File: src/rtl/hangman_pkg.sv
// Shared constants for the hangman keyboard path: ASCII key codes, PS/2 prefix bytes
// and the PS/2 frame receiver state encoding.
package hangman_pkg;

  localparam logic [7:0] KEY_NONE  = 8'h00;
  localparam logic [7:0] KEY_ENTER = 8'h0A;
  localparam logic [7:0] KEY_BKSP  = 8'h08;

  localparam logic [7:0] PS2_BREAK = 8'hF0;
  localparam logic [7:0] PS2_EXT   = 8'hE0;

  typedef enum logic [1:0] {
    IDLE   = 2'd0,
    DATA   = 2'd1,
    PARITY = 2'd2,
    STOP   = 2'd3
  } ps2_state_e;

endpackage

File: src/rtl/ps2_key_source_if.sv
// Key source signal bundle: raw PS/2 pins in, level key code plus strobe/error pulses out.
// master = ps2_key_source, slave = board pins / key consumers.
interface ps2_key_source_if;
  logic       ps2_clk;
  logic       ps2_dat;
  logic [7:0] key;
  logic       key_strobe;
  logic       frame_err;

  modport master (
    input  ps2_clk, ps2_dat,
    output key, key_strobe, frame_err
  );

  modport slave (
    output ps2_clk, ps2_dat,
    input  key, key_strobe, frame_err
  );
endinterface

File: src/rtl/ps2_frame_rx.sv
// PS/2 frame receiver: pin synchronisers, falling-edge detect, 11-bit frame FSM, idle timeout.
// byte_valid_o/err_o pulse 1 clock after the synchronised stop edge; no backpressure. Option: PS2_PARITY_CHECK_EN.
module ps2_frame_rx #(
  parameter int TIMEOUT_CYCLES = 50000,
  parameter int SYNC_STAGES    = 2
) (
  input  logic       clock,
  input  logic       resetn,
  input  logic       ps2_clk_i,
  input  logic       ps2_dat_i,
  output logic [7:0] byte_o,
  output logic       byte_valid_o,
  output logic       err_o
);
  import hangman_pkg::*;

  localparam int SS = (SYNC_STAGES < 2) ? 2 : SYNC_STAGES;
  localparam int TW = $clog2(TIMEOUT_CYCLES + 1);
  localparam logic [TW-1:0] TMO_LAST = TW'(TIMEOUT_CYCLES - 1);

  logic [SS-1:0] clk_sync_q, dat_sync_q;
  logic          clk_prev_q;
  logic          fall, dat_s, stop_ok;

  ps2_state_e    state_q, state_d;
  logic [2:0]    bit_cnt_q, bit_cnt_d;
  logic [7:0]    shift_q, shift_d;
  logic          par_q, par_d;
  logic [TW-1:0] tmo_q, tmo_d;
  logic          vld_q, vld_d;
  logic          err_q, err_d;

  // Lines idle high, so synchronisers reset to 1 to avoid a false edge out of reset.
  always_ff @(posedge clock or negedge resetn) begin
    if (!resetn) begin
      clk_sync_q <= '1;
      dat_sync_q <= '1;
      clk_prev_q <= 1'b1;
    end else begin
      clk_sync_q <= {clk_sync_q[SS-2:0], ps2_clk_i};
      dat_sync_q <= {dat_sync_q[SS-2:0], ps2_dat_i};
      clk_prev_q <= clk_sync_q[SS-1];
    end
  end

  assign fall  = clk_prev_q & ~clk_sync_q[SS-1];
  assign dat_s = dat_sync_q[SS-1];

`ifdef PS2_PARITY_CHECK_EN
  assign stop_ok = dat_s & (^{shift_q, par_q});
`else
  assign stop_ok = dat_s;
`endif

  always_comb begin
    state_d   = state_q;
    bit_cnt_d = bit_cnt_q;
    shift_d   = shift_q;
    par_d     = par_q;
    tmo_d     = tmo_q;
    vld_d     = 1'b0;
    err_d     = 1'b0;
    if (fall) begin
      // An edge always wins over a coincident timeout.
      tmo_d = '0;
      case (state_q)
        IDLE: begin
          if (!dat_s) begin
            state_d   = DATA;
            bit_cnt_d = 3'd0;
          end
        end
        DATA: begin
          shift_d   = {dat_s, shift_q[7:1]};
          bit_cnt_d = bit_cnt_q + 3'd1;
          if (bit_cnt_q == 3'd7) state_d = PARITY;
        end
        PARITY: begin
          par_d   = dat_s;
          state_d = STOP;
        end
        STOP: begin
          vld_d   = stop_ok;
          err_d   = ~stop_ok;
          state_d = IDLE;
        end
        default: state_d = IDLE;
      endcase
    end else if (state_q != IDLE) begin
      if (tmo_q == TMO_LAST) begin
        state_d   = IDLE;
        bit_cnt_d = 3'd0;
        tmo_d     = '0;
        err_d     = 1'b1;
      end else begin
        tmo_d = tmo_q + TW'(1);
      end
    end
  end

  always_ff @(posedge clock or negedge resetn) begin
    if (!resetn) begin
      state_q   <= IDLE;
      bit_cnt_q <= 3'd0;
      shift_q   <= 8'h00;
      par_q     <= 1'b0;
      tmo_q     <= '0;
      vld_q     <= 1'b0;
      err_q     <= 1'b0;
    end else begin
      state_q   <= state_d;
      bit_cnt_q <= bit_cnt_d;
      shift_q   <= shift_d;
      par_q     <= par_d;
      tmo_q     <= tmo_d;
      vld_q     <= vld_d;
      err_q     <= err_d;
    end
  end

  assign byte_o       = shift_q;
  assign byte_valid_o = vld_q;
  assign err_o        = err_q;

endmodule

File: src/rtl/ps2_key_source.sv
// PS/2 set-2 make/break decoder presenting the held key as level ASCII (8'h00 = none).
// key/key_strobe update 2 clocks after the synchronised stop edge; no backpressure. Option: PS2_PARITY_CHECK_EN.
module ps2_key_source #(
  parameter int TIMEOUT_CYCLES = 50000,
  parameter int SYNC_STAGES    = 2
) (
  input logic             clock,
  input logic             resetn,
  ps2_key_source_if.master kif
);
  import hangman_pkg::*;

  logic [7:0] rx_byte;
  logic       rx_vld, rx_err;
  logic [7:0] ascii;
  logic [7:0] key_q, key_d;
  logic       strobe_q, strobe_d;
  logic       brk_q, brk_d;
  logic       ext_q, ext_d;

  ps2_frame_rx #(
    .TIMEOUT_CYCLES (TIMEOUT_CYCLES),
    .SYNC_STAGES    (SYNC_STAGES)
  ) u_rx (
    .clock        (clock),
    .resetn       (resetn),
    .ps2_clk_i    (kif.ps2_clk),
    .ps2_dat_i    (kif.ps2_dat),
    .byte_o       (rx_byte),
    .byte_valid_o (rx_vld),
    .err_o        (rx_err)
  );

  // Extended codes map only keypad Enter; everything else under E0 is ignored.
  always_comb begin
    ascii = KEY_NONE;
    if (ext_q) begin
      if (rx_byte == 8'h5A) ascii = KEY_ENTER;
    end else begin
      case (rx_byte)
        8'h1C: ascii = 8'h41;  8'h32: ascii = 8'h42;  8'h21: ascii = 8'h43;
        8'h23: ascii = 8'h44;  8'h24: ascii = 8'h45;  8'h2B: ascii = 8'h46;
        8'h34: ascii = 8'h47;  8'h33: ascii = 8'h48;  8'h43: ascii = 8'h49;
        8'h3B: ascii = 8'h4A;  8'h42: ascii = 8'h4B;  8'h4B: ascii = 8'h4C;
        8'h3A: ascii = 8'h4D;  8'h31: ascii = 8'h4E;  8'h44: ascii = 8'h4F;
        8'h4D: ascii = 8'h50;  8'h15: ascii = 8'h51;  8'h2D: ascii = 8'h52;
        8'h1B: ascii = 8'h53;  8'h2C: ascii = 8'h54;  8'h3C: ascii = 8'h55;
        8'h2A: ascii = 8'h56;  8'h1D: ascii = 8'h57;  8'h22: ascii = 8'h58;
        8'h35: ascii = 8'h59;  8'h1A: ascii = 8'h5A;
        8'h5A: ascii = KEY_ENTER;
        8'h66: ascii = KEY_BKSP;
        default: ascii = KEY_NONE;
      endcase
    end
  end

  always_comb begin
    key_d    = key_q;
    strobe_d = 1'b0;
    brk_d    = brk_q;
    ext_d    = ext_q;
    if (rx_vld) begin
      if (rx_byte == PS2_BREAK) begin
        brk_d = 1'b1;
      end else if (rx_byte == PS2_EXT) begin
        ext_d = 1'b1;
      end else begin
        brk_d = 1'b0;
        ext_d = 1'b0;
        if (ascii != KEY_NONE) begin
          if (brk_q) begin
            if (ascii == key_q) key_d = KEY_NONE;
          end else begin
            key_d    = ascii;
            strobe_d = (ascii != key_q);
          end
        end
      end
    end
  end

  always_ff @(posedge clock or negedge resetn) begin
    if (!resetn) begin
      key_q    <= KEY_NONE;
      strobe_q <= 1'b0;
      brk_q    <= 1'b0;
      ext_q    <= 1'b0;
    end else begin
      key_q    <= key_d;
      strobe_q <= strobe_d;
      brk_q    <= brk_d;
      ext_q    <= ext_d;
    end
  end

  assign kif.key        = key_q;
  assign kif.key_strobe = strobe_q;
  assign kif.frame_err  = rx_err;

endmodule

File: src/flat_wrapper.sv
// flat-port wrapper written by rule: the top's interface ports become plain ports
module ps2_key_source_flat import hangman_pkg::*;
#(
  parameter int TIMEOUT_CYCLES = 50000,
  parameter int SYNC_STAGES    = 2
)
  (clock, resetn, kif_ps2_clk, kif_ps2_dat, kif_key, kif_key_strobe, kif_frame_err);
  ps2_key_source_if kif_i ();
  input logic clock;
  input logic resetn;
  input wire logic [$bits(kif_i.ps2_clk)-1:0] kif_ps2_clk;
  input wire logic [$bits(kif_i.ps2_dat)-1:0] kif_ps2_dat;
  output wire logic [$bits(kif_i.key)-1:0] kif_key;
  output wire logic [$bits(kif_i.key_strobe)-1:0] kif_key_strobe;
  output wire logic [$bits(kif_i.frame_err)-1:0] kif_frame_err;
  assign kif_i.ps2_clk = kif_ps2_clk;
  assign kif_i.ps2_dat = kif_ps2_dat;
  assign kif_key = kif_i.key;
  assign kif_key_strobe = kif_i.key_strobe;
  assign kif_frame_err = kif_i.frame_err;
  ps2_key_source #(.TIMEOUT_CYCLES(TIMEOUT_CYCLES), .SYNC_STAGES(SYNC_STAGES)) u_core (.clock(clock), .resetn(resetn), .kif(kif_i));
endmodule
File: config.mk
export PLATFORM = sky130hd
export DESIGN_NAME = ps2_key_source_flat
export DESIGN_NICKNAME = d
export VERILOG_FILES = /design/src/rtl/hangman_pkg.sv /design/src/rtl/ps2_key_source_if.sv /design/src/rtl/ps2_frame_rx.sv /design/src/rtl/ps2_key_source.sv /design/src/flat_wrapper.sv
export SDC_FILE = /design/constraint.sdc
export NUM_CORES = 1
export LEC_CHECK = 0
export BUFFER_PORTS_ARGS = -buffer_cell sky130_fd_sc_hd__buf_2
export CORE_ASPECT_RATIO = 2
export CORE_MARGIN = 4
export CORE_UTILIZATION = 50
export CTS_CLUSTER_DIAMETER = 50
export DETAILED_ROUTE_END_ITERATION = 7
export PLACE_DENSITY_LB_ADDON = 0.2
export SLEW_MARGIN = 25
export SYNTH_ARGS = -nofsm -noshare
export SYNTH_HDL_FRONTEND = slang
export SYNTH_HIERARCHICAL = 1
export SYNTH_SLANG_ARGS = --single-unit
File: constraint.sdc
create_clock -name clock -period 3.1 [get_ports clock]
set_input_delay 0.62 -clock clock [delete_from_list [all_inputs] [get_ports clock]]
set_output_delay 0.62 -clock clock [all_outputs]
set_load 0.05 [all_outputs]
Word level (Yosys, flattened, before mapping)

Memories as Yosys holds them, arrays and structs flattened.
Index checks and enable logic that the tools add are counted.

Register bits after elaboration: 47
Memory bits (read-only): 768
Input port bits: 4
Output and inout bits: 10
Word-level logic and storage cells: 80
Memories kept: 1

Memories:

| memory           | words | width | rd ports | clocked after memory_dff | write ports | line                 | RTL |
|---|---|---|---|---|---|---|---|
| (name not given) | 128   | 6     | 1        | 0                        | 0           | ps2_key_source.sv:40 | `case (rx_byte)` |

Add/subtract/negate cells: 2
Equality and inequality tests: 15
Multiplexer cells: 33
Bitwise operators: 5
Reduce and logical (&&, ||, !) cells: 11

Operator list:

| kind                                                                   | number |
|---|---|
| 16-bit two-way mux                                                     | 3 |
| 8-bit two-way mux                                                      | 4 |
| 16-bit by 1-bit adder with 16-bit output (second input constant)       | 1 |
| 16-bit equality test (second input constant)                           | 1 |
| 8-bit equality test (second input constant)                            | 2 |
| 1-bit two-way mux                                                      | 14 |
| 3-bit two-way mux                                                      | 4 |
| 2-bit two-way mux                                                      | 5 |
| 8-bit by 7-bit equality test with 1-bit output (second input constant) | 1 |
| 8-bit equality test                                                    | 1 |
| 8-bit inequality test                                                  | 1 |
| 2-bit case mux with 4 select lines                                     | 1 |
| 4-bit AND reduction                                                    | 2 |
| 8-bit nonzero test                                                     | 1 |
| 3-bit inequality test (second input constant)                          | 2 |
| 3-bit case mux with 2 select lines                                     | 1 |
| 2-bit AND reduction                                                    | 3 |
| 2-bit nonzero test                                                     | 3 |
| 5-bit AND reduction                                                    | 1 |
| 2-bit equality test (second input constant)                            | 2 |
| 4-bit two-way mux                                                      | 1 |
| 1-bit inverter                                                         | 4 |
| 3-bit by 1-bit adder with 3-bit output (second input constant)         | 1 |
| 3-bit equality test (second input constant)                            | 1 |
| 6 further kinds                                                        | 6 |

Longest topological paths before layout

Gate-level depths: netlist of the first run.

Depth after elaboration: 9
Mapped depth: 11
Gate-level depth less buffers: 10

Cells and area by module

The synthesis of the first run kept the hierarchy.

By module, submodules not included:

| module         | times used | cells each | area each (um2) | seq. area each (um2) |
|---|---|---|---|---|
| ps2_frame_rx   | 1          | 161        | 1,736.7         | 907.1 |
| ps2_key_source | 1          | 163        | 1,291.2         | 225.2 |

Least setup slack after synthesis of the first run

OpenSTA, ideal clock, no wires.

Path type: register -> register
From: register u_core.u_rx.shift_q[1], in the netlist u_core/u_rx/byte_o[1]
To: register u_core.key_q[0], in the netlist u_core/kif.key[0]
Setup time: 0.128 ns
Arrival: 2.758 ns
Data required time: 2.972 ns
Path slack: 0.215 ns
Cell stages (with the launch flop): 12
Path buffers: 1
Clock period less this slack: 2.885 ns
Cells stage by stage: dfrtp_1 inv_1 ha_1 buf_6 mux2i_1 o31ai_1 o221a_1 or2_1 or4_4 o31ai_4 mux2i_1 o21ai_2

Word-level cells in the longest chain between the ends: 6
Elaborated cells between the ends (all ways): 14
Those cells by class: eq/ne: 5; mux: 4; bitwise: 2; reduce/logical: 2; memory: 1

RTL lines:

| what                                                                                 | line                                       | RTL |
|---|---|---|
| start, declared                                                                      | ps2_frame_rx.sv:27                         | `logic [7:0] shift_q, shift_d;` |
| start signal, assigned                                                               | ps2_frame_rx.sv:113                        | `shift_q <= shift_d;` |
| memory 128 x 6 bit or 8-bit by 7-bit equality test with 1-bit output (tied branches) | -                                          |  |
| 8-bit two-way mux or 4-bit two-way mux (tied branches)                               | ps2_key_source.sv:40, ps2_key_source.sv:38 |  |
| 8-bit two-way mux                                                                    | ps2_key_source.sv:37                       | `if (ext_q) begin` |
| 8-bit equality test                                                                  | ps2_key_source.sv:72                       | `if (ascii == key_q) key_d = KEY_NONE;` |
| 2-bit inequality test (no source line)                                               | -                                          |  |
| 5-bit AND reduction (no source line)                                                 | -                                          |  |
| end signal, assigned                                                                 | ps2_key_source.sv:89                       | `key_q <= key_d;` |
| end, declared                                                                        | ps2_key_source.sv:16                       | `logic [7:0] key_q, key_d;` |

Parallel ways exist; a longest one is shown, timed or not.
A chain may end at the register's enable or synchronous reset.

Worst setup path after layout of the first run

From: register u_core.u_rx.shift_q[0], in the netlist u_core/u_rx/byte_o[0]
To: register u_core.key_q[0], in the netlist u_core/kif.key[0]

The elaborated chain is that of the path after synthesis.

==> impl_metrics.py, run 1 <==
metrics = {
    "outcome": {
        "run_status": "finished clean",
    },
    "layout": {
        "n_antenna_cell": 0,
        "area_delta_synth_final_pct": 9.297,
        "layout-drive-gt1-share_pct": 16.62,
        "design_area_um2": 3309,
        "nets": 354,
        "fin_util_pct": 56.99,
        "final_cell_count_no_fill": 398,
    },
    "timing": {
        "finalSetupTns_ns": 0,
        "fin_crit_ns": 2.787,
        "clock-skew-final_ns": 0.005449,
        "rsz0062_at_grt": "false",
        "worst_slack_ns": 0.3128,
        "finalSetupViolations": 0,
        "maxSlewViolCount": 0,
        "finalHoldWorstSlack_ns": 0.3184,
        "slew_headroom_pct": 58.57,
        "max_freq_ghz": 0.3588,
        "finalCritPeriodShare_pct": 89.91,
        "hold_viol": 0,
        "worst_pin_slew_ns": 0.6214,
    },
    "floorplan": {
        "dieHeight_um": 118.1,
        "dieWidth_um": 63.03,
        "initial_core_util_pct": 52.14,
        "die-area_um2": 7440,
        "ios": 14,
        "fp.coreArea_um2": 5807,
        "rows": 39,
    },
    "power": {
        "swShare_pct": 43.27,
        "power.share.sequential_pct": 33.0,
        "p_per_area_nw_per_um2": 907.4,
        "p_sw_mw": 1.299,
        "pwr-share-clk_pct": 20.7,
        "combPwrFrac_pct": 46.3,
        "intPower_mw": 1.703,
        "power_mw": 3.003,
        "vdd_drop_max_v": 0.0005852,
        "power_leakage_nw": 1.364,
    },
    "worst_setup_path": {
        "critPathLaunchType": "flop",
        "reg2regPathDepth": 11,
        "crit_family": "compound AO/OA/AOI/OAI gates",
        "max_stage_delay_ns": 0.43,
        "worst-path-buf-inv": 2,
        "cp-end-kind": "flop",
        "r2r-start": "u_core/u_rx/byte_o[0]",
        "reg2reg_slack_ns": 0.31,
        "crit_required_ns": 3.27,
        "crit_slowest_cell": "or4_4",
        "r2r-end": "u_core/kif.key[0]",
        "crit_fanout": 8,
        "cp_data_arrival_time_ns": 2.96,
        "worstSetupPathType": "reg2reg",
        "cp_cell_sequence": "inv_1 > ha_1 > nand2_1 > a21boi_1 > o32a_1 > a311oi_1 > buf_4 > or4_4 > o31ai_4 > mux2i_1 > o21ai_2",
    },
    "placed_design": {
        "dp_slack_ns": 0.3248,
        "port_buffers": 11,
        "hpwl_um": 5359,
        "placedCellCount": 390,
        "placed_area_um2": 3131,
        "place.gp.congestion": 0.9709,
    },
    "synthesis": {
        "synthCells": 324,
        "yosysSeqAreaShare_pct": 37.40,
        "synthTopCellsByArea": "dfrtp_1 33%, ha_1 5.8%, dfstp_2 4.3%",
        "ys_seq_elements": 45,
        "synthFlopType": "dfrtp_1",
        "synthesis.area_um2": 3028,
        "synth_top_cell_by_area": "dfrtp_1",
        "syn_avg_cell_area_um2": 9.345,
        "synthArstFlopShare_pct": 100.0,
        "post-synth-top-area-fraction_pct": 33.06,
        "ys_warn_count": 6,
        "synth_edf_count": 0,
        "yosysUniqueCellTypes": 71,
    },
    "clocking": {
        "post_cts_buffers": 0,
        "clk_path_buf_depth": 2,
        "clk_pin_slew_ns": 0.06,
        "cts_tree": "done",
        "postCtsResizedCells": 0,
        "root_buffer": "clkbuf_16",
        "clkLatencyLatePin_ns": 0.29,
        "ctsHtreeMaxLevel": 2,
        "cts_buffers": 5,
        "hold_buffers": 0,
        "clock-sinks": 45,
    },
    "route": {
        "remaining_drc_errors": 0,
        "vias": 2548,
        "viasPerCell": 6.402,
        "finalWirelength_um": 7137,
        "drt_iter0_drc": 142,
        "ant_nets": 0,
        "wl_per_cell_um": 17.93,
        "drtPass1Iterations": 4,
    },
    "grt": {
        "grt-ovfl-total": 0,
        "grt_pass1_vias": 2536,
        "grt_pass1_wl_um": 11860,
        "grt_start_max_net_pins": 46,
        "grt_usage_pct": 20.00,
        "antenna_found_initial": 0,
    },
    "worst_hold_path": {
        "min_path_type": "in2async",
    },
    "job": {
        "drv_cap": 0,
    },
}
-- how the worst max path moves through the flow --
stage / cells past startpoint / start / end
after floorplan: 11 / u_core/u_rx/byte_o[1] / u_core/kif.key[0]
after global placement: 10 / u_core/u_rx/byte_o[0] / u_core/kif.key[0]
after detailed placement: 11 / u_core/u_rx/byte_o[0] / u_core/kif.key[0]
after CTS: 11 / u_core/u_rx/byte_o[0] / u_core/kif.key[0]
after global routing: 9 / u_core/u_rx/byte_o[4] / u_core/kif.key[3]
final: 11 / u_core/u_rx/byte_o[0] / u_core/kif.key[0]
-- worst register-to-register path, stage by stage (launching register included) --
cell and delay [ns]:
dfrtp_1 0.40, inv_1 0.10, ha_1 0.30, nand2_1 0.14
a21boi_1 0.30, o32a_1 0.22, a311oi_1 0.09, buf_4 0.18
or4_4 0.43, o31ai_4 0.21, mux2i_1 0.25, o21ai_2 0.07
-- power groups by stage --
| stage | combinational (mW) | clock, mW | sequential, mW |
|---|---|---|---|
| final | 1.39 | 0.622 | 0.991 |
| after global routing | 1.54 | 0.666 | 1.02 |
| after CTS | 1.39 | 0.643 | 0.985 |
| after detailed placement | 1.39 | 0 | 0.995 |
| after global placement | 1.37 | 0 | 0.992 |
| after floorplan | 1.04 | 0 | 0.970 |
-- placed cells by master, fill, tap and decap left out, drive strengths merged, types with 6 or more instances in the layout --
cell type and instances:
nand2 24, mux2i 8, xnor2 11, nand2b 9, nand3 12, buf 25, ha 14, nor3 8
nor2 17, a21oi 23, nand4 7, a211oi 7, o21ai 16, mux2 8, clkbuf 6, o31ai 6
dfrtp 40, inv 14
-- cells by family after synthesis --
logic type      synth area share [%]
other cells                   0.1238
flops                          37.40
buf+inv                        6.281
fa+ha+maj                      5.785
compound gates                 19.17
xor+xnor                       3.471
simple gates                   21.41
mux                            6.364
-- routing by layer --
metal	vias to the layer above	wire, um	global-route usage (%)
met4	0	346	13.28
met2	73	4070	37.86
met5	-	0	0
met1	1227	2523	19.28
met3	29	196	2.579
li1	1219	-	-
-- state kept, by name (all words and copies together) (netlist names) --
name and count:
u_core/kif.key_strobe 1, u_core/u_rx/byte_valid_o 1, u_core/brk_q 1, u_core/u_rx/byte_o 8, u_core/ext_q 1, u_core/u_rx/clk_sync_q 2, u_core/u_rx/tmo_q 16, u_core/kif.key 6
u_core/u_rx/err_o 1, u_core/u_rx/dat_sync_q 2, u_core/u_rx/state_q 2, u_core/u_rx/clk_prev_q 1, u_core/u_rx/bit_cnt_q 3
-- synth_stat cells (2+ instances only) --
| cell type | number |
|---|---|
| nand3_1 | 11 |
| buf_6 | 3 |
| nor2_1 | 17 |
| or4_1 | 3 |
| nand2_1 | 24 |
| o21ai_1 | 3 |
| nand2b_1 | 9 |
| nor2b_1 | 5 |
| inv_1 | 14 |
| mux2_2 | 8 |
| o211ai_1 | 5 |
| dfstp_2 | 5 |
| xnor2_1 | 11 |
| a311oi_1 | 2 |
| nand4_1 | 7 |
| o21bai_1 | 2 |
| o22ai_1 | 2 |
| a2111oi_0 | 2 |
| nor4_1 | 4 |
| nor3_1 | 8 |
| a21oi_1 | 22 |
| a32o_1 | 2 |
| clkbuf_1 | 7 |
| or4_4 | 2 |
| o31ai_1 | 5 |
| mux2i_1 | 8 |
| a31oi_1 | 4 |
| nor3b_1 | 5 |
| buf_4 | 4 |
| nor4b_1 | 3 |
| dfrtp_1 | 40 |
| o21ai_0 | 12 |
| or3_1 | 2 |
| ha_1 | 14 |
| nand3b_1 | 3 |
| buf_2 | 4 |
| o311ai_1 | 2 |
| a211oi_1 | 7 |
-- final cells by class --
type	count	area [um^2]
clock buffers	6	138.9
clock inverters	2	37.54
fillers	528	2497
inverters	14	52.55
multi-input cells	245	1709
flip-flops and latches	45	1132
well taps	61	76.32
repair buffers	25	162.7
(Power assumes the default switching activity.)
==> run 2: changes to the inputs <==
--- a/config.mk
+++ b/config.mk
@@ -11,7 +11,7 @@
 export CORE_UTILIZATION = 50
 export CTS_CLUSTER_DIAMETER = 50
 export DETAILED_ROUTE_END_ITERATION = 7
-export PLACE_DENSITY_LB_ADDON = 0.2
+export PLACE_DENSITY = 0.7
 export SLEW_MARGIN = 25
 export SYNTH_ARGS = -nofsm -noshare
 export SYNTH_HDL_FRONTEND = slang
==> run 2 against run 1 <==
  * Core utilization increased by 0.47 points
  * Die area unchanged
  * Count of clock-buffer cells in the layout is 1 lower
  * Combinational power hardly changed
  * Clock power grew 7.6%
  * Sequential power is essentially flat
  * Largest power group unchanged
  * Highest routed layer unchanged
==> impl_metrics.py, run 2 (synthesis gave the netlist of run 1 again) <==
metrics = {
    "floorplan": {
        "dieHeight_um": 118.1,
        "fp.coreArea_um2": 5807,
        "dieWidth_um": 63.03,
        "die-area_um2": 7440,
        "ios": 14,
        "rows": 39,
        "initial_core_util_pct": 52.14,
    },
    "clocking": {
        "cts_tree": "done",
        "cts_buffers": 5,
        "clkLatencyLatePin_ns": 0.29,
        "hold_buffers": 0,
        "root_buffer": "clkbuf_16",
        "clk_pin_slew_ns": 0.06,
        "clk_path_buf_depth": 2,
        "clock-sinks": 45,
        "ctsHtreeMaxLevel": 2,
    },
    "layout": {
        "nets": 355,
        "largest-register": "u_core/u_rx/tmo_q",
        "n_fill_cell": 518,
        "n_antenna_cell": 0,
        "largest_reg_flops": 16,
        "multiInputGateArea_um2": 1714,
        "area_delta_synth_final_pct": 10.21,
        "seq_area_um2": 1134,
        "final_common_cell": "dfrtp_1",
        "final_cell_mix": "39 x dfrtp_1, 24 x nand2_1, 22 x a21oi_1",
        "layout-drive-gt1-share_pct": 17.75,
        "design_area_um2": 3337,
    },
    "route": {
        "finalWirelength_um": 6875,
        "vias": 2532,
        "viasPerCell": 6.346,
        "drt_iter0_drc": 258,
        "ant_nets": 0,
        "drtPass1Iterations": 4,
        "remaining_drc_errors": 0,
        "wl_per_cell_um": 17.23,
    },
    "job": {
        "drv_cap": 0,
    },
    "outcome": {
        "run_status": "finished clean",
    },
    "placed_design": {
        "hpwl_um": 5152,
        "port_buffers": 11,
        "place.gp.congestion": 0.8920,
        "placed_area_um2": 3123,
        "dp_slack_ns": 0.1324,
    },
    "grt": {
        "grt_start_max_net_pins": 46,
        "antenna_found_initial": 0,
        "grt_usage_pct": 19.70,
        "grt_pass1_vias": 2531,
        "grt-ovfl-total": 0,
        "grt_pass1_wl_um": 11730,
    },
    "power": {
        "power.share.sequential_pct": 32.4,
        "p_per_area_nw_per_um2": 924.6,
        "combPwrFrac_pct": 45.9,
        "vdd_drop_max_v": 0.0005809,
        "power_mw": 3.085,
        "p_sw_mw": 1.295,
        "intPower_mw": 1.790,
        "pwr-share-clk_pct": 21.7,
        "swShare_pct": 41.98,
        "power_leakage_nw": 1.376,
    },
    "worst_setup_path": {
        "cp_data_arrival_time_ns": 3.19,
        "crit_fanout": 9,
        "cp-end-kind": "flop",
        "crit_required_ns": 3.27,
        "critPathLaunchType": "flop",
        "worstSetupPathType": "reg2reg",
    },
    "timing": {
        "finalSetupTns_ns": 0,
        "finalHoldWorstSlack_ns": 0.3170,
        "worst_slack_ns": 0.08711,
        "slew_headroom_pct": 56.67,
        "max_freq_ghz": 0.3319,
        "finalCritPeriodShare_pct": 97.19,
        "finalSetupViolations": 0,
        "hold_viol": 0,
        "rsz0062_at_grt": "false",
        "clock-skew-final_ns": 0.006082,
        "fin_crit_ns": 3.013,
        "maxSlewViolCount": 0,
        "worst_pin_slew_ns": 0.6499,
    },
    "worst_hold_path": {
        "min_path_type": "in2async",
    },
}
==> run 2: cell type report <==
| type | count | share of cell area [%] |
|---|---|---|
| Multi-Input combinational cell | 245 | 51.37 |
| Timing Repair Buffer | 26 | 5.099 |
| Sequential cell | 45 | 33.97 |
| Clock inverter | 3 | 1.950 |
| Tap cell | 61 | 2.287 |
| Clock buffer | 5 | 3.750 |
| Inverter | 14 | 1.575 |
==> run 2: worst max-delay path, stage by stage, from the launching register on <==
cell and delay [ns]:
dfrtp_1 0.41, inv_1 0.14, ha_1 0.33, mux4_2 0.50
nand3_1 0.09, a31oi_1 0.18, or4_4 0.59, o31ai_4 0.35
mux2i_1 0.25, o21ai_2 0.07
==> run 2: per-stage QoR <==
stage | cells | util [%]
finish | 399 | 57.47
floorplan | 325 | -
CTS | 397 | 57.06
global placement | 389 | 53.78
global route | 399 | 57.47
detailed placement | 389 | 53.78
==> run 2: per-layer routing <==
layer | wire [um] | vias to the layer above | global-route usage, % | part of all wire (%)
met4 | 427 | 0 | 13.28 | 6.2
li1 | - | 1219 | - | -
met1 | 2460 | 1207 | 18.96 | 36
met5 | 0 | - | 0 | 0
met3 | 206 | 32 | 3.056 | 3.0
met2 | 3780 | 74 | 36.86 | 55
==> run 2: power by group through the flow <==
stage	clock network (mW)	registers [mW]	logic [mW]
floorplan	0	0.970	1.04
global placement	0	0.996	1.37
detailed placement	0	1.00	1.39
CTS	0.689	0.994	1.41
global route	0.716	1.03	1.57
finish	0.669	1.00	1.42
==> run 2: final timing paths <==
check | start | to | slack, ns | cells after the start
max in group asynchronous | resetn | u_core/u_rx/byte_o[2] | 2.35 | 1
worst max register to register | u_core/u_rx/byte_o[1] | u_core/kif.key[0] | 0.09 | 9
worst min register to register | u_core/u_rx/dat_sync_q[0] | u_core/u_rx/dat_sync_q[1] | 0.35 | 0
min in group clock | u_core/u_rx/dat_sync_q[0] | u_core/u_rx/dat_sync_q[1] | 0.35 | 0
worst min-delay path | resetn | u_core/u_rx/tmo_q[15] | 0.32 | 1
worst max-delay path | u_core/u_rx/byte_o[1] | u_core/kif.key[0] | 0.09 | 9
==> run 2: what timing repair did <==
action,CTS,global route
hold endpoints to repair,0,0
resized for setup,0,3
setup buffers,0,2
endpoints found under the setup margin,0,1
==> run 3: changes to the inputs <==
--- a/config.mk
+++ b/config.mk
@@ -9,11 +9,11 @@
 export CORE_ASPECT_RATIO = 2
 export CORE_MARGIN = 4
 export CORE_UTILIZATION = 50
+export CTS_BUF_LIST = sky130_fd_sc_hd__clkbuf_4
 export CTS_CLUSTER_DIAMETER = 50
 export DETAILED_ROUTE_END_ITERATION = 7
 export PLACE_DENSITY = 0.7
 export SLEW_MARGIN = 25
 export SYNTH_ARGS = -nofsm -noshare
 export SYNTH_HDL_FRONTEND = slang
-export SYNTH_HIERARCHICAL = 1
 export SYNTH_SLANG_ARGS = --single-unit
==> run 3 against run 2 <==
  * Combinational power fell by 59%
  * Fmax rose by 4.4%
  * Clock skew rose by 0.0036 ns
  * Worst hold slack got worse by 0.071 ns
  * Setup slack improved by 0.13 ns
  * Non-clock buffer count fell by 4
  * Via count fell by 4.1%
  * Routed wire length fell by 3.1%
  * Count of clock-buffer cells in the layout did not move
  * Area after synthesis fell by 0.70%
  * Global-route usage fell by 0.57 points
  * Clock power fell by 48%
  * Largest cell class unchanged
  * Highest routed layer unchanged
==> impl_metrics.py, run 3 <==
metrics = {
    "clocking": {
        "clock-sinks": 45,
        "ctsHtreeMaxLevel": 2,
        "hold_buffers": 0,
        "root_buffer": "clkbuf_4",
        "cts_buffers": 5,
        "clkLatencyLatePin_ns": 0.35,
        "cts_tree": "done",
        "clk_path_buf_depth": 2,
        "clk_pin_slew_ns": 0.13,
    },
    "floorplan": {
        "initial_core_util_pct": 52.22,
        "rows": 39,
        "ios": 14,
        "die-area_um2": 7393,
        "dieHeight_um": 117.7,
        "dieWidth_um": 62.83,
        "fp.coreArea_um2": 5758,
    },
    "placed_design": {
        "hpwl_um": 5144,
        "port_buffers": 11,
        "placed_area_um2": 3050,
        "place.gp.congestion": 0.9599,
    },
    "job": {
        "drv_cap": 0,
    },
    "layout": {
        "final_cell_mix": "40 x dfrtp_1, 38 x nand2_1, 27 x nor2_1",
        "design_area_um2": 3142,
        "layout-drive-gt1-share_pct": 15.88,
        "largest-register": "u_core.u_rx.tmo_q",
        "n_fill_cell": 536,
        "area_delta_synth_final_pct": 4.494,
        "nets": 357,
        "n_antenna_cell": 0,
        "largest_reg_flops": 16,
        "fin_util_pct": 54.56,
        "final_common_cell": "dfrtp_1",
    },
    "worst_setup_path": {
        "crit_family": "simple AND/OR/NAND/NOR gates",
        "critPathLaunchType": "flop",
        "worstSetupPathType": "reg2reg",
        "crit_fanout": 9,
        "r2r-start": "u_core.u_rx.byte_o[1]",
        "crit_slowest_cell": "dfrtp_1",
        "r2r-end": "u_core.kif.key[2]",
        "reg2regPathDepth": 11,
        "max_stage_delay_ns": 0.49,
        "cp_data_arrival_time_ns": 3.12,
        "worst-path-buf-inv": 2,
        "cp-end-kind": "flop",
        "reg2reg_slack_ns": 0.22,
        "cp_cell_sequence": "inv_1 > ha_1 > nand2_1 > o221ai_1 > nand4_1 > nor3_1 > nor2_1 > xnor2_1 > nor4_4 > buf_4 > o211ai_1",
        "crit_required_ns": 3.34,
    },
    "timing": {
        "rsz0062_at_grt": "false",
        "clock-skew-final_ns": 0.009650,
        "finalHoldWorstSlack_ns": 0.2456,
        "maxSlewViolCount": 0,
        "finalSetupViolations": 0,
        "finalCritPeriodShare_pct": 93.05,
        "worst_pin_slew_ns": 0.5455,
        "fin_crit_ns": 2.885,
        "finalSetupTns_ns": 0,
        "max_freq_ghz": 0.3467,
        "slew_headroom_pct": 63.63,
        "hold_viol": 0,
    },
    "synthesis": {
        "ys_seq_elements": 45,
        "ys_warn_count": 0,
        "syn_avg_cell_area_um2": 9.139,
        "yosysUniqueCellTypes": 67,
        "synth_edf_count": 0,
        "post-synth-top-area-fraction_pct": 33.29,
        "synthFlopType": "dfrtp_1",
        "synthesis.area_um2": 3007,
        "synth_top_cell_by_area": "dfrtp_1",
        "yosysSeqAreaShare_pct": 37.66,
        "synthTopCellsByArea": "dfrtp_1 33%, ha_1 5.8%, nand2_1 4.7%",
        "synthCells": 329,
        "yosysMostFrequentCell": "dfrtp_1",
        "yosys-top-cells-count": "40 x dfrtp_1, 38 x nand2_1, 27 x nor2_1, 24 x o21ai_0, 15 x a21oi_1",
        "synthArstFlopShare_pct": 100.0,
    },
    "grt": {
        "grt-ovfl-total": 0,
        "grt_usage_pct": 19.13,
        "grt_start_max_net_pins": 46,
        "grt_pass1_wl_um": 11430,
        "grt_pass1_vias": 2441,
        "antenna_found_initial": 0,
    },
    "power": {
        "intPower_mw": 1.037,
        "vdd_drop_max_v": 0.0003258,
        "p_per_area_nw_per_um2": 522.4,
        "pwr-share-clk_pct": 21.1,
        "power_mw": 1.641,
        "power_leakage_nw": 1.340,
        "p_sw_mw": 0.6039,
        "combPwrFrac_pct": 35.8,
        "power.share.sequential_pct": 43.1,
        "swShare_pct": 36.80,
    },
    "route": {
        "wl_per_cell_um": 16.61,
        "drt_iter0_drc": 195,
        "finalWirelength_um": 6662,
        "ant_nets": 0,
        "viasPerCell": 6.057,
        "vias": 2429,
        "drtPass1Iterations": 4,
        "remaining_drc_errors": 0,
    },
    "worst_hold_path": {
        "min_path_type": "in2async",
    },
    "outcome": {
        "run_status": "finished clean",
    },
}
==> run 3: cell types whose count changed after synthesis, sizes merged, moves of 4 or more <==
cell and delta:
nor2 +10, or4 -5, a211oi -5, a21oi -8
o21ai +10, xor2 +8, mux2i -5, nand2 +14
mux2 -4
==> run 3: repair_timing <==
item	4_1_cts	5_1_grt
resized for setup	0	1
endpoints found under the setup margin	0	7
setup buffers	0	1
==> run 3: worst max-delay path by stage <==
stage                                     start           endpoint  slack, ns  depth (start not counted)
after floorplan           u_core.u_rx.byte_o[1]  u_core.kif.key[2]       0.53                         10
after detailed placement  u_core.u_rx.byte_o[1]  u_core.kif.key[2]       0.15                         10
after CTS                 u_core.u_rx.byte_o[1]  u_core.kif.key[2]       0.13                         10
after global placement    u_core.u_rx.byte_o[1]  u_core.kif.key[2]       0.26                         10
after global routing      u_core.u_rx.byte_o[1]  u_core.kif.key[1]       0.02                         11
final                     u_core.u_rx.byte_o[1]  u_core.kif.key[2]       0.22                         11
==> run 3: routing by layer <==
layer / track usage (%) / share of wire, % / up-vias / wire [um]
met5: 0 / 0 / - / 0
met4: 12.17 / 5.6 / 0 / 375
met3: 1.719 / 2.3 / 23 / 156
met2: 36.19 / 56 / 68 / 3732
met1: 19.35 / 36 / 1160 / 2398
li1: - / - / 1178 / -
==> run 3: cell type report <==
cell class	count	area (um^2)	area share (%)
clock buffers	5	37.54	1.195
flip-flops and latches	45	1132	36.04
inverters	12	45.04	1.434
repair buffers	22	140.1	4.460
multi-input cells	253	1669	53.13
well taps	61	76.32	2.429
clock inverters	3	41.29	1.314
==> run 3: kinds of logic after synthesis <==
group	after synthesis	share of synthesized area (%)
AO/OA/AOI/OAI	79	17.98
buffers and inverters	32	7.032
other	1	0.1247
flip-flops	45	37.66
AND/OR/NAND/NOR	133	23.64
XOR/XNOR	18	5.244
multiplexers	7	2.497
adder cells (fa/ha/maj)	14	5.826
==> run 3: through the flow <==
step	cells	worst slack (ns)
after floorplan	330	0.5325
after global placement	392	0.2642
after detailed placement	392	0.1533
after CTS	400	0.1320
after global routing	401	0.01715
final	401	0.2154
==> run 3: worst register-to-register path: stages, from the launching register on <==
cell      delay (ns)
dfrtp_1         0.49
inv_1           0.18
ha_1            0.33
nand2_1         0.21
o221ai_1        0.23
nand4_1         0.12
nor3_1          0.36
nor2_1          0.12
xnor2_1         0.18
nor4_4          0.27
buf_4           0.18
o211ai_1        0.10
==> run 3: power by group through the flow <==
stage | clock network [mW] | registers, mW | logic [mW]
3_3_place_gp | 0 | 0.716 | 0.552
3_5_place_dp | 0 | 0.718 | 0.565
2_1_floorplan | 0 | 0.685 | 0.493
5_1_grt | 0.387 | 0.716 | 0.658
6_report | 0.346 | 0.708 | 0.588
4_1_cts | 0.364 | 0.707 | 0.567
